[config.mk]
export PLATFORM = sky130hd
export DESIGN_NAME = shift_serializer_flat
export DESIGN_NICKNAME = d
export VERILOG_FILES = /design/src/rtl/shift_serializer_pkg.sv /design/src/rtl/shift_serializer_if.sv /design/src/rtl/shift_serializer.sv /design/src/flat_wrapper.sv
export SDC_FILE = /design/constraint.sdc
export NUM_CORES = 1
export LEC_CHECK = 0
export ABC_AREA = 1
export ABC_CLOCK_PERIOD_IN_PS = 1700
export CELL_PAD_IN_SITES_DETAIL_PLACEMENT = 0
export CELL_PAD_IN_SITES_GLOBAL_PLACEMENT = 2
export CORE_UTILIZATION = 28
export CTS_BUF_LIST = sky130_fd_sc_hd__clkbuf_2
export DETAILED_ROUTE_END_ITERATION = 16
export GPL_TIMING_DRIVEN = 0
export PLACE_DENSITY_LB_ADDON = 0.25
export SLEW_MARGIN = 10
export SYNTH_ARGS = -nofsm -noshare
export SYNTH_HDL_FRONTEND = slang
export SYNTH_SLANG_ARGS = --single-unit
export TNS_END_PERCENT = 100
[constraint.sdc]
create_clock -name clk -period 1.7 [get_ports clk]
set_input_delay 0.255 -clock clk [delete_from_list [all_inputs] [get_ports clk]]
set_output_delay 0.255 -clock clk [all_outputs]
set_load 0.03 [all_outputs]
[src/rtl/shift_serializer_pkg.sv]
// rtl/shift_serializer_pkg.sv - shared state encoding and width helper for the serializer
// Contents:
//   ser_state_e : FSM states; PARITY is only reachable when SHIFT_SERIALIZER_PARITY_EN is defined
//   cnt_w(dw)   : bit-counter width able to hold 0..dw
package shift_pkg;

    typedef enum logic [1:0] {
        IDLE   = 2'd0,
        SHIFT  = 2'd1,
        PARITY = 2'd2
    } ser_state_e;

    function automatic int cnt_w(input int dw);
        return $clog2(dw + 1);
    endfunction

endpackage

[src/rtl/shift_serializer_if.sv]
// rtl/shift_serializer_if.sv - word handshake and serial output bundle of the serializer
// Signals:
//   in_valid/in_ready/in_data : parallel word handshake (producer -> serializer)
//   bit_en                    : bit-slot strobe from the bit-rate divider
//   sout/sout_valid           : serial bit and its live qualifier
//   sout_first/sout_last      : frame markers for the current bit
//   busy                      : a frame is in flight
// Modports: master = producer/observer side, slave = serializer side.
interface shift_serializer_if #(
    parameter int DW = 8
) ();

    logic          in_valid;
    logic          in_ready;
    logic [DW-1:0] in_data;
    logic          bit_en;
    logic          sout;
    logic          sout_valid;
    logic          sout_first;
    logic          sout_last;
    logic          busy;

    modport master (
        output in_valid,
        output in_data,
        output bit_en,
        input  in_ready,
        input  sout,
        input  sout_valid,
        input  sout_first,
        input  sout_last,
        input  busy
    );

    modport slave (
        input  in_valid,
        input  in_data,
        input  bit_en,
        output in_ready,
        output sout,
        output sout_valid,
        output sout_first,
        output sout_last,
        output busy
    );

endinterface

[src/rtl/shift_serializer.sv]
// rtl/shift_serializer.sv - parallel-in, serial-out transmitter feeding the shift-register link
// Parameters:
//   DW        : word width (>= 2)
//   LSB_FIRST : 0 = MSB first (left shift), 1 = LSB first (right shift)
// Ports:
//   clk   : clock
//   rst_n : asynchronous active-low reset
//   bus   : shift_serializer_if.slave (word handshake in, serial bit + markers out)
// Optional build macro SHIFT_SERIALIZER_PARITY_EN appends an even-parity bit slot
// after the DW data bits; sout_last then marks only that parity bit.
module shift_serializer
    import shift_pkg::*;
#(
    parameter int DW        = 8,
    parameter int LSB_FIRST = 0
) (
    input  logic              clk,
    input  logic              rst_n,
    shift_serializer_if.slave bus
);

    localparam int CW = cnt_w(DW);
    localparam logic [CW-1:0] LAST_CNT = CW'(DW - 1);

    if (DW < 2) begin : g_dw_check
        $error("shift_serializer: DW must be >= 2");
    end

    ser_state_e    state_q, state_d;
    logic [DW-1:0] shreg_q, shreg_d;
    logic [CW-1:0] cnt_q,   cnt_d;
`ifdef SHIFT_SERIALIZER_PARITY_EN
    logic          parity_q, parity_d;
`endif

    logic accept;
    logic last_bit;

    always_ff @(posedge clk or negedge rst_n) begin
        if (!rst_n) begin
            state_q  <= IDLE;
            shreg_q  <= '0;
            cnt_q    <= '0;
`ifdef SHIFT_SERIALIZER_PARITY_EN
            parity_q <= 1'b0;
`endif
        end else begin
            state_q  <= state_d;
            shreg_q  <= shreg_d;
            cnt_q    <= cnt_d;
`ifdef SHIFT_SERIALIZER_PARITY_EN
            parity_q <= parity_d;
`endif
        end
    end

    always_comb begin
        state_d  = state_q;
        shreg_d  = shreg_q;
        cnt_d    = cnt_q;
`ifdef SHIFT_SERIALIZER_PARITY_EN
        parity_d = parity_q;
`endif

        last_bit = (state_q == SHIFT) && (cnt_q == LAST_CNT);

        // The final slot of a frame may hand over directly to the next word,
        // so ready looks at bit_en combinationally to keep frames gapless.
`ifdef SHIFT_SERIALIZER_PARITY_EN
        bus.in_ready = (state_q == IDLE) || ((state_q == PARITY) && bus.bit_en);
`else
        bus.in_ready = (state_q == IDLE) || (last_bit && bus.bit_en);
`endif
        accept = bus.in_valid && bus.in_ready;

        unique case (state_q)
            IDLE: begin
                state_d = IDLE;
            end
            SHIFT: begin
                if (bus.bit_en) begin
                    if (LSB_FIRST != 0) begin
                        shreg_d = {1'b0, shreg_q[DW-1:1]};
                    end else begin
                        shreg_d = {shreg_q[DW-2:0], 1'b0};
                    end
                    cnt_d = cnt_q + 1'b1;
                    if (last_bit) begin
`ifdef SHIFT_SERIALIZER_PARITY_EN
                        state_d = PARITY;
`else
                        state_d = IDLE;
`endif
                    end
                end
            end
`ifdef SHIFT_SERIALIZER_PARITY_EN
            PARITY: begin
                if (bus.bit_en) begin
                    state_d = IDLE;
                end
            end
`endif
            default: begin
                state_d = IDLE;
            end
        endcase

        // A load overrides the end-of-frame transition on the same edge.
        if (accept) begin
            state_d  = SHIFT;
            shreg_d  = bus.in_data;
            cnt_d    = '0;
`ifdef SHIFT_SERIALIZER_PARITY_EN
            parity_d = ^bus.in_data;
`endif
        end
    end

    always_comb begin
        bus.busy       = (state_q != IDLE);
        bus.sout_valid = (state_q != IDLE);
        bus.sout_first = (state_q != IDLE) && (cnt_q == '0);
`ifdef SHIFT_SERIALIZER_PARITY_EN
        bus.sout_last  = (state_q == PARITY);
`else
        bus.sout_last  = (state_q == SHIFT) && (cnt_q == LAST_CNT);
`endif
        bus.sout = 1'b0;
        if (state_q == SHIFT) begin
            bus.sout = (LSB_FIRST != 0) ? shreg_q[0] : shreg_q[DW-1];
        end
`ifdef SHIFT_SERIALIZER_PARITY_EN
        else if (state_q == PARITY) begin
            bus.sout = parity_q;
        end
`endif
    end

endmodule

[src/flat_wrapper.sv]
// flat-port wrapper written by rule: the top's interface ports become plain ports
module shift_serializer_flat import shift_pkg::*;
#(
    parameter int DW        = 8,
    parameter int LSB_FIRST = 0
)
  (clk, rst_n, bus_in_valid, bus_in_data, bus_bit_en, bus_in_ready, bus_sout, bus_sout_valid, bus_sout_first, bus_sout_last, bus_busy);
  shift_serializer_if #(.DW(DW)) bus_i ();
  input  logic clk;
  input  logic rst_n;
  input wire logic [$bits(bus_i.in_valid)-1:0] bus_in_valid;
  input wire logic [$bits(bus_i.in_data)-1:0] bus_in_data;
  input wire logic [$bits(bus_i.bit_en)-1:0] bus_bit_en;
  output wire logic [$bits(bus_i.in_ready)-1:0] bus_in_ready;
  output wire logic [$bits(bus_i.sout)-1:0] bus_sout;
  output wire logic [$bits(bus_i.sout_valid)-1:0] bus_sout_valid;
  output wire logic [$bits(bus_i.sout_first)-1:0] bus_sout_first;
  output wire logic [$bits(bus_i.sout_last)-1:0] bus_sout_last;
  output wire logic [$bits(bus_i.busy)-1:0] bus_busy;
  assign bus_i.in_valid = bus_in_valid;
  assign bus_i.in_data = bus_in_data;
  assign bus_i.bit_en = bus_bit_en;
  assign bus_in_ready = bus_i.in_ready;
  assign bus_sout = bus_i.sout;
  assign bus_sout_valid = bus_i.sout_valid;
  assign bus_sout_first = bus_i.sout_first;
  assign bus_sout_last = bus_i.sout_last;
  assign bus_busy = bus_i.busy;
  shift_serializer #(.DW(DW), .LSB_FIRST(LSB_FIRST)) u_core (.clk(clk), .rst_n(rst_n), .bus(bus_i));
endmodule
# [Yosys cells after proc, flatten, opt, wreduce, memory -nomap -nowiden]
# Index checks and enable logic that the tools add are counted.
[word_totals] register_bits=14 output_inout_bits=6 word_cells=31
[op_classes] add_sub_neg=1 n_eq_ne=4 mux=11 reduce_logical=12
[ops] operator="$mux W8" count=3
[ops] operator="$mux W4" count=3
[ops] operator="$mux W2" count=4
[ops] operator="$ne A3 B2 Y1 const B" count=2
[ops] operator="$reduce_bool A2 Y1" count=3
[ops] operator="$add A4 B1 Y4 const B" count=1
[ops] operator="$eq A4 B3 Y1 const B" count=1
[ops] operator="$logic_and A1 B1 Y1" count=4
[ops] operator="$logic_not A4 Y1" count=1
[ops] operator="$reduce_and A2 Y1" count=2
[ops] operator="$eq A2 B1 Y1 const B" count=1
[ops] operator="$logic_not A2 Y1" count=1
[ops] operator="$logic_or A1 B1 Y1" count=1
[ops] operator="$mux W1" count=1

# [Longest topological paths before layout]
[logic_depth] ltp_word=7 depth_mapped=7 depth_no_buf=7

# [Worst setup path after synthesis]
# Ideal clock, no wire load.
[synth_timing] path_kind="reg2out" from="register u_core.state_q[0]" to="output port bus_sout_first" t_arrival_ps=1222 required_ps=1445 setup_slack_ps=223 path_stages_with_launch=4 n_path_buf=1 cell_sequence="dfrtp_1 buf_4 nand3_1 nor2_1"
[synth_via] elab_chain_len=2
[synth_lines] item="start: declaration" line="shift_serializer.sv:29" text="ser_state_e state_q, state_d;"
[synth_lines] item="start signal: assignment" line="shift_serializer.sv:48" text="state_q <= state_d;"
[synth_lines] item="$reduce_bool A2 Y1" line="shift_serializer.sv:123" text="bus.sout_first = (state_q != IDLE) && (cnt_q == '0);"
[synth_lines] item="$logic_and A1 B1 Y1" line="shift_serializer.sv:123"
[synth_lines] item="end: declaration" line="flat_wrapper.sv:17" text="output wire logic [$bits(bus_i.sout_first)-1:0] bus_sout_first;"
# Every way passes these cells.

# [Worst setup path in the final report]
[layout_timing] from="register u_core.state_q[0]" to="output port bus_busy"
[layout_via] elab_chain_len=1
[layout_lines] item="$reduce_bool A2 Y1" line="shift_serializer.sv:121" text="bus.busy = (state_q != IDLE);"
[layout_lines] item="end: declaration" line="flat_wrapper.sv:19" text="output wire logic [$bits(bus_i.busy)-1:0] bus_busy;"
# Every way passes these cells.

==> metrics.txt <==
status finished, final reports clean; Slew headroom 57.66%; CTS Buf Count 3; pre-CTS setup slack -0.3307 ns; H-tree depth 1; Slew Limit Fails 0; Die X 54.98 um; dpl hpwl 1.149 mm; hold_buf cts 0; register bit total from synthesis 13; unrepaired setup endpoints after global routing false; mean area per synthesized cell 7.555 um2; Crit Path Max Fanout 3; Netlist cell types 17; WL per Instance 10.28 um; Tot Pwr 0.001141 W; Post-Syn Area 785.8 um2; Port-buffer cells 16; CTS tree built; ANT nets after route 0; CP max stage cell clkdlybuf4s50_1; Max VDD drop 0.4996 mV; DIE HEIGHT 54.98 um; row cnt 18; Final setup viols 0; FF-to-FF Start u_core.cnt_q[0]; power density over cell area 1113 mW/mm2; Critical Path AT 1.31 ns; number of antenna violations at the first check in global routing 0; gp weighted congestion 0.7687; Warnings, synthesis 0; most frequent cells in the layout nand2_1, inv_1, dfrtp_1; GRT Overall Usage 13.34%; Residual DRC 0; Reg clk slew, reported paths 0.12 ns; Fillers 296; Hold Crit Class input port to register; DR vias 679; slowest stage delay, CP 0.67 ns; Max Clock Freq 640.6 MHz; Max Cap Viol 0; global route overflow 0; final count of hold timing violations 0; most common cell after layout, fill and taps aside nand2_1; I/O Pins 18; Worst Tran Pin Value 0.6332 ns; nets 141; Setup crit start kind register; Worst setup EP type output pin; WL final 1.604 mm; share of cells above drive strength 1 17.46%; die area 0.003022 mm2; Net Count, Synth 118; CP bufs+invs 1; via-per-instance ratio 4.353; largest net degree at the start of global routing 14; Leak 0.5693 nW; TritonRoute pass-1 iters 4; Clock Skew 0.004430 ns; fin crit share 91.82%; critical-path cell list clkdlybuf4s50_1; crit path time final 1.561 ns; critical path class register to output pin; Final WS setup 0.1390 ns; register area share after synthesis 41.40%; TritonCTS Sinks 13; Initial Util 30.60%; Clock Root Buffer clkbuf_2; CP required 1.44 ns; maximum clock path buffer count 2; CP Launch Point u_core.state_q[0]; Skew-Pair Late Insertion Delay 0.26 ns; CP delay by family, top buffers and inverters; core area 0.002567 mm2; number of global-route vias before repair 602; ANT cells 0; hold_sp bus_in_valid; drt first-iter violations 13; gate count of the mapped netlist 104; area grow syn2layout 30.41%; first-pass GRT wire length 2.739 mm
[final timing paths]
kind | cells after the start | slack, ns | end
min | 3 | 0.26 | u_core.state_q[0]
max | 1 | 0.14 | bus_busy
max in group asynchronous | 1 | 0.92 | u_core.cnt_q[0]
max reg2reg | 8 | 0.36 | u_core.shreg_q[0]
min reg2reg | 2 | 0.49 | u_core.shreg_q[6]
min in group asynchronous | 1 | 0.37 | u_core.cnt_q[2]
[per-layer routing]
metal	vias up	GRT usage [%]	share of wire (%)
li1	363	-	-
met1	303	17.98	52
met2	11	19.88	44
met3	2	3.279	3.8
met4	0	6.250	0.62
met5	-	0	0
[cell type report]
type | count | area [um2] | area share [%]
repair buffers | 18 | 168.9 | 16.48
plain buffers | 4 | 33.78 | 3.297
well taps | 30 | 37.54 | 3.663
clock buffers | 4 | 20.02 | 1.954
multi-input cells | 63 | 347.8 | 33.94
inverters | 24 | 91.34 | 8.913
flip-flops and latches | 13 | 325.3 | 31.75
[power breakdown]
group / internal, W / leakage, nW / total [W] / switching, W
Clock: 0.0000624 / 0.0166 / 0.000159 / 0.0000966
Sequential: 0.000412 / 0.167 / 0.000479 / 0.0000674
Combinational: 0.000205 / 0.386 / 0.000502 / 0.000297
[what timing repair did]
| item | 4_1_cts | 5_1_grt |
|---|---|---|
| pin swaps | 0 | 2 |
| gates resized for setup | 10 | 15 |
| buffers inserted | 0 | 2 |
| setup endpoints to repair | 4 | 4 |
[cells in the mapped netlist (all sizes together)]
master  number  area share, %
nor2         5            2.4
dfrtp       13             41
nand3       12            9.2
nand2       31             16
xor2         2            2.2
o21ai        4            4.0
ha           2            3.2
inv         23             11
clkinv       1           0.64
nand4        7            5.6
buf          4            4.3
[state kept, by name (all words and copies together) (netlist names)]
signal,cells
u_core.state_q,1
u_core.cnt_q,4
u_core.shreg_q,8
[cells by family after synthesis]
family | count (synthesis) | share of synthesized area, %
buffers and inverters | 28 | 15.92
adders and majority gates | 2 | 3.184
AOI/OAI and AO/OA | 4 | 3.981
xor gates and xnor gates | 2 | 2.230
DFF | 13 | 41.40
and+or+nand+nor | 55 | 33.28
[through the flow]
step                cells  hold slack [ns]  setup TNS, ns  instance area, um2  util, %
floorplan             104         -0.04059              0               785.8        -
global placement      150           0.4644        -0.3369               983.4    38.30
detailed placement    150           0.4651        -0.3655               983.4    38.30
CTS                   154           0.2368        -0.1585                1006    39.18
global route          156           0.2387              0                1025    39.91
finish                156           0.2578              0                1025    39.91
[tightest hold or removal path: stages]
cell	delay [ns]
buf_6	0.12
inv_2	0.06
nand2_1	0.06
Power figures use the tool's default switching activity.
